File: src/rtl/fetch_pkg.sv
// ============================================================================
// Module  : fetch_pkg
// Purpose : Shared defaults and FSM state encoding for the instruction fetch
//           stage.
// Rev     : 1.0  initial release
// ============================================================================
`default_nettype none

package fetch_pkg;

  // Default PC / ROM address width
  localparam int DEFAULT_ADDR_W  = 12;
  // Default instruction word width
  localparam int DEFAULT_INSTR_W = 16;
  // Default PC value loaded on reset
  localparam logic [DEFAULT_ADDR_W-1:0] DEFAULT_RESET_PC = 12'h000;

  // Fetch sequencer states: one ROM access takes FETCH then LATCH, and the
  // captured word is presented to decode in HOLD until it is accepted.
  typedef enum logic [1:0] {
    IDLE  = 2'd0,
    FETCH = 2'd1,
    LATCH = 2'd2,
    HOLD  = 2'd3
  } fetch_state_t;

endpackage : fetch_pkg

`default_nettype wire

File: src/rtl/fetch_unit.sv
// ============================================================================
// Module  : fetch_unit
// Purpose : Instruction fetch stage. Owns the PC, strobes the instruction ROM,
//           captures the returned word into the instruction register and
//           presents it to decode over a valid/ready handshake. Branch
//           redirects squash any fetch in flight.
// Rev     : 1.0  initial release
// ============================================================================
`default_nettype none

module fetch_unit
  import fetch_pkg::*;
#(
  parameter int                ADDR_W   = DEFAULT_ADDR_W,
  parameter int                INSTR_W  = DEFAULT_INSTR_W,
  parameter logic [ADDR_W-1:0] RESET_PC = DEFAULT_RESET_PC[ADDR_W-1:0]
) (
  input  logic               clk,
  input  logic               reset,
  output logic               CE,
  output logic               OE,
  output logic [ADDR_W-1:0]  PCadr,
  input  logic [INSTR_W-1:0] instruction,
  output logic [INSTR_W-1:0] ir,
  output logic [ADDR_W-1:0]  ir_pc,
  output logic               ir_valid,
  input  logic               ir_ready,
  input  logic               branch_en,
  input  logic [ADDR_W-1:0]  branch_target
);

  localparam logic [ADDR_W-1:0] c_pc_one = {{(ADDR_W-1){1'b0}}, 1'b1};

  fetch_state_t         r_state;
  fetch_state_t         w_next_state;
  logic [ADDR_W-1:0]    r_pc;
  logic [ADDR_W-1:0]    w_next_pc;
  logic [INSTR_W-1:0]   r_ir;
  logic [ADDR_W-1:0]    r_ir_pc;
  logic                 r_ir_valid;
  logic                 w_next_valid;
  logic                 w_load_ir;
  logic                 w_transfer;

  // Decode consumes the held word on any edge where both sides agree
  assign w_transfer = r_ir_valid && ir_ready;

  // State, PC and instruction register update; reset wins over everything
  always_ff @(posedge clk) begin
    if (reset) begin
      r_state    <= IDLE;
      r_pc       <= RESET_PC;
      r_ir       <= '0;
      r_ir_pc    <= '0;
      r_ir_valid <= 1'b0;
    end else begin
      r_state    <= w_next_state;
      r_pc       <= w_next_pc;
      r_ir_valid <= w_next_valid;
      if (w_load_ir) begin
        r_ir    <= instruction;
        r_ir_pc <= r_pc;
      end
    end
  end

  // Next-state decode; a redirect overrides the sequencer in every state and
  // suppresses the IR load so an in-flight ROM word is discarded
  always_comb begin
    w_next_state = r_state;
    w_next_pc    = r_pc;
    w_next_valid = r_ir_valid;
    w_load_ir    = 1'b0;
    if (branch_en) begin
      w_next_state = FETCH;
      w_next_pc    = branch_target;
      w_next_valid = 1'b0;
    end else begin
      case (r_state)
        IDLE: begin
          w_next_state = FETCH;
        end
        FETCH: begin
          w_next_state = LATCH;
        end
        LATCH: begin
          // ROM data is on the bus now; PC wraps naturally at 2^ADDR_W
          w_load_ir    = 1'b1;
          w_next_pc    = r_pc + c_pc_one;
          w_next_valid = 1'b1;
          w_next_state = HOLD;
        end
        HOLD: begin
          if (w_transfer) begin
            w_next_valid = 1'b0;
            w_next_state = FETCH;
          end
        end
        default: begin
          w_next_state = IDLE;
        end
      endcase
    end
  end

  // ROM strobes are a pure decode of the FETCH state
  assign CE       = (r_state == FETCH);
  assign OE       = (r_state == FETCH);
  assign PCadr    = r_pc;
  assign ir       = r_ir;
  assign ir_pc    = r_ir_pc;
  assign ir_valid = r_ir_valid;

endmodule : fetch_unit

`default_nettype wire

File: config.mk
export PLATFORM = sky130hd
export DESIGN_NAME = fetch_unit
export DESIGN_NICKNAME = d
export VERILOG_FILES = /design/src/rtl/fetch_pkg.sv /design/src/rtl/fetch_unit.sv
export SDC_FILE = /design/constraint.sdc
export NUM_CORES = 1
export LEC_CHECK = 0
export ABC_AREA = 0
export ABC_CLOCK_PERIOD_IN_PS = 4800
export CAP_MARGIN = 30
export CORE_UTILIZATION = 46
export CTS_BUF_LIST = sky130_fd_sc_hd__clkbuf_4 sky130_fd_sc_hd__clkbuf_8 sky130_fd_sc_hd__clkbuf_16
export DETAILED_ROUTE_END_ITERATION = 10
export PLACE_DENSITY = 0.84
export SYNTH_ARGS = -nofsm -noshare
export SYNTH_HDL_FRONTEND = slang
export SYNTH_SLANG_ARGS = --single-unit
export TNS_END_PERCENT = 30
File: constraint.sdc
create_clock -name clk -period 4.8 [get_ports clk]
set_input_delay 1.2 -clock clk [delete_from_list [all_inputs] [get_ports clk]]
set_output_delay 1.2 -clock clk [all_outputs]
set_load 0.005 [all_outputs]
Word-level counts from Yosys, hierarchy flattened. Cells that the tools add are included.

Output and inout port bits: 43. Flip-flop bits (word level): 43. Word-level logic and storage cells: 27.

Reduce and logical (&&, ||, !) cells: 6. Add/subtract/negate cells: 1. Equality and inequality tests: 5. Mux-type cells: 9.

Operators by type and width (count): $mux 12 (2); $add 12x1->12 const B (1); $pmux 2 s4 (1); $eq 2x2->1 const B (2); $mux 1 (4); $reduce_bool 2->1 (2); $ne 3x3->1 const B (1); $eq 2x1->1 const B (1); $logic_not 2->1 (1); $mux 2 (1); $ne 2x2->1 const B (1); $pmux 1 s2 (1); $reduce_and 2->1 (1); $reduce_or 2->1 (1); $logic_and 1x1->1 (1).

Longest topological paths before layout.
Depth after elaboration: 4. Depth in mapped cells: 8. Depth with buffers taken out: 5.

Least setup slack after synthesis. Ideal clock, no wire load.

Path type: input -> register. From: input port reset. To: register r_pc[10], in the netlist PCadr[10]. Arrival: 2.138 ns. Cell stages on the path: 4. Data required time: 4.738 ns. Path slack: 2.600 ns. Cells stage by stage: clkbuf_1 nand4bb_1 or4_2 nand3_1.

RTL lines: from (decl) (line fetch_unit.sv:19) `input logic reset,`; to (signal assigned) (line fetch_unit.sv:58) `r_pc <= w_next_pc;`; to (decl) (line fetch_unit.sv:36) `logic [ADDR_W-1:0] r_pc;`.

==> key figures <==
Outcome
  • Status: finished clean

Floorplanning
  • Initial core utilization: 49.0%
  • Number of cell rows: 22
  • Core area: between 3000 and 4000 sq um
  • Width of the die: 64.9 um
  • Die H: around 65 um
  • IO Count: 75
  • Die area: approximately 4200 sq um

Clock network
  • Number of clock sinks: between 40 and 50
  • Number of buffers created by CTS: 5
  • Clock tree from TritonCTS: done
  • Clock edge transition at the registers on the reported setup and hold paths: around 0.080 ns
  • Latest clock arrival within the worst-skew pair: around 0.3 ns
  • Level count of the clock H-tree: 2
  • Buffers from clock root to sink, at most: 2
  • Master cell of the clock root buffer: clkbuf_8
  • Post-CTS setup buffers: 0
  • Number of cells upsized or downsized after cts: 0
  • Post-CTS Hold Buffers: 0

Drt
  • Total number of vias: 1756
  • DRC: 0
  • Mean number of vias per cell: approximately 5.2
  • Post-route ant nets: 0
  • Number of detailed-route iterations in the first pass: 4
  • Drt wl/cell: between 10 and 15 um
  • Final wirelength: about 4300 um
  • Starting DRT DRC Count: between 90 and 100

Synthesis
  • Sequential fraction of the synthesis area: a little under half
  • Syn Nets: between 200 and 300
  • Dominant combinational cell family by area after synthesis: simple AND/OR/NAND/NOR gates
  • Synth Area in Simple Gates: roughly a quarter
  • Most used standard cell by instance count after synthesis: nand2_1
  • List of most frequent post-synthesis cells: 63 x nand2_1, 43 x dfxtp_1, 33 x a21oi_1, 10 x nor2_1, 7 x clkbuf_1
  • Area share of the largest cell type after synthesis: between 40 and 50%
  • Instance count of the mapped netlist: around 220
  • Adder and majority gate portion of the synthesized area: 3.44%
  • Post-synthesis instance area: ~1800 sq um
  • Total number of yosys warnings: 0
  • Post-synth top flop: dfxtp_1
  • Avg Synthesized Cell Area: just over 8 sq um
  • Mux cell area share after synthesis: under 10%
  • Complex-gate fraction of the synthesized area: roughly 17%
  • Cell taking the most area after synthesis: dfxtp_1
  • Top post-synthesis cells by area: dfxtp_1 47%, nand2_1 13%, a21oi_1 9.1%
  • Number of enable flip-flop cells after synthesis: 0
  • Asr flop ratio synth: 0%
  • Post-synthesis cell type count: 37
  • Area share of xor/xnor cells in the synthesized design: under 10%
  • #FFs+latches synth: 43

Setup path
  • Worst-case reg-to-reg path depth: 6
  • Crit end category: flip-flop
  • Largest driver fanout on the critical path: 24
  • Arrival time worst endpoint: 3.00 ns
  • CP Class: primary input to flip-flop
  • Startpoint types: primary input
  • Critical path required time: ~5.0 ns

Placement
  • Final HPWL DP: around 3100 um
  • Count of port buffers added during placement: 74
  • Routability cong.: around 0.70
  • Instance count after placement with tap cells included: approximately 330

Timing
  • Largest clock skew in the final design: 0.00253 ns
  • Final count of negative-setup-slack endpoints: 0
  • Highest clock frequency the design can meet: between 300 and 400 MHz
  • Number of max-slew violations in the final report: 0
  • Unrepaired setup endpoints after global routing: no
  • Accumulated negative setup slack: 0 ns
  • Number of hold-slack violations in the final timing report: 0
  • Clock period minus worst slack: 2.81 ns
  • Transition time at the pin with the least slew margin: slightly below 0.8 ns
  • Remaining max-slew budget at the tightest pin: 48.2%
  • Portion of the clock cycle consumed by the worst path in the final layout: 58.6%

Power
  • Internal portion of total power: roughly 0.53 mW
  • Clock network fraction of total power: about a third
  • Switching component of the power: approximately 0.17 mW
  • Logic gate share of total power: between 10% and 20%
  • Pwr Density: between 200 and 300 nW/um^2
  • Tot Pwr: approximately 0.71 mW
  • Maximum vdd drop: around 0.15 mV
  • Standby leakage power: approximately 0.92 nW
  • Fraction of power consumed by sequential logic: between 50% and 60%
  • Net switching fraction of the power: between 20% and 30%

Global routing
  • Global-route usage over all layers: approximately 22%
  • Via count of the first global-routing pass: around 1500
  • Total global routing overflow: 0
  • First-pass GRT wire length: around 7000 um
  • Initial antenna violation count: 0
  • Largest net degree at the start of global routing: 25

Hold path
  • Class of the tightest hold or removal check: flip-flop to flip-flop
  • Hold-critical path depth: 2

Layout
  • Post-layout nets: 327
  • Synth-to-Final Area Change: 46.8%
  • Share of layout cells above drive strength 1: 6.53%
  • Non-filler instance count after layout: 339
  • Diode insertion count for antenna repair: 0

Job
  • Number of violations of the max-capacitance limit: 0
==> worst max-delay path: stages <==
cell and delay (ns):
clkdlybuf4s50_1 0.97, buf_4 0.39, and3b_1 0.21, a31oi_1 0.13, nand3_1 0.08
==> per-layer routing <==
| metal | vias to the layer above | track usage (%) | wire length (um) |
|---|---|---|---|
| li1 | 897 | - | - |
| met1 | 798 | 27.0 | 1920 |
| met2 | 54 | 35.8 | 2040 |
| met3 | 7 | 5.63 | 281 |
| met4 | 0 | 7.50 | 60 |
| met5 | - | 0 | 0 |
==> power by group through the flow <==
stage,Sequential (mW),Combinational (mW),Clock (mW)
floorplan,0.390,0.0362,0
global placement,0.391,0.0891,0
detailed placement,0.392,0.0921,0
CTS,0.384,0.0926,0.234
global route,0.386,0.101,0.251
finish,0.384,0.0916,0.230
==> kinds of logic (layout without fill, tap and decap cells) <==
family,count (synthesis),in the layout
buffers and inverters,21,90
AO/OA/AOI/OAI,52,52
AND/OR/NAND/NOR,95,95
multiplexers,2,2
flip-flops,43,43
XOR/XNOR,4,4
adder cells (fa/ha/maj),5,5
==> cell usage in the layout (no fill, tap or decap), drive strengths merged <==
master / n
clkinvlp: 1
a211oi: 3
ha: 5
buf: 3
clkbuf: 6
nand4bb: 1
o31ai: 3
inv: 4
a31oi: 1
and3b: 1
nor2b: 2
or3: 2
nand4: 5
o31a: 2
clkinv: 2
nor2: 10
a21bo: 1
nand2: 63
o211ai: 1
mux2: 2
o21ai: 2
nand3: 4
nor3: 1
clkdlybuf4s50: 74
a2111oi: 1
or4: 4
nor4: 1
dfxtp: 43
a21oi: 33
a311oi: 5
nand2b: 1
xor2: 4
==> final timing paths <==
path	slack, ns	start	endpoint
max	1.99	reset	PCadr[10]
min	0.46	ir[15]	ir[15]
max reg2reg	2.89	r_state[0]	ir_pc[7]
min reg2reg	0.46	ir[15]	ir[15]
==> stage by stage <==
stage / setup slack, ns / area (sq um) / hold slack [ns] / util, %
2_1_floorplan: 2.60 / 1820 / 0.453 / -
3_3_place_gp: 1.67 / 2550 / 0.442 / 68.7
3_5_place_dp: 1.68 / 2580 / 0.446 / 69.5
4_1_cts: 2.00 / 2670 / 0.457 / 71.9
5_1_grt: 1.85 / 2670 / 0.471 / 71.9
6_report: 1.99 / 2670 / 0.455 / 71.9
==> cell type report <==
cell class / count / area, sq um
Clock inverter: 2 / 12.5
Tap cell: 48 / 60.1
Multi-Input combinational cell: 158 / 865
Sequential cell: 43 / 861
Clock buffer: 6 / 76.3
Inverter: 5 / 18.8
Fill cell: 321 / 1040
Timing Repair Buffer: 77 / 778
==> state kept, by name (all words and copies together), names as in the netlist <==
register and cells:
r_state 2, ir_valid 1, PCadr 12, ir 16, ir_pc 12
No activity file was read; power rests on OpenSTA's default activity.
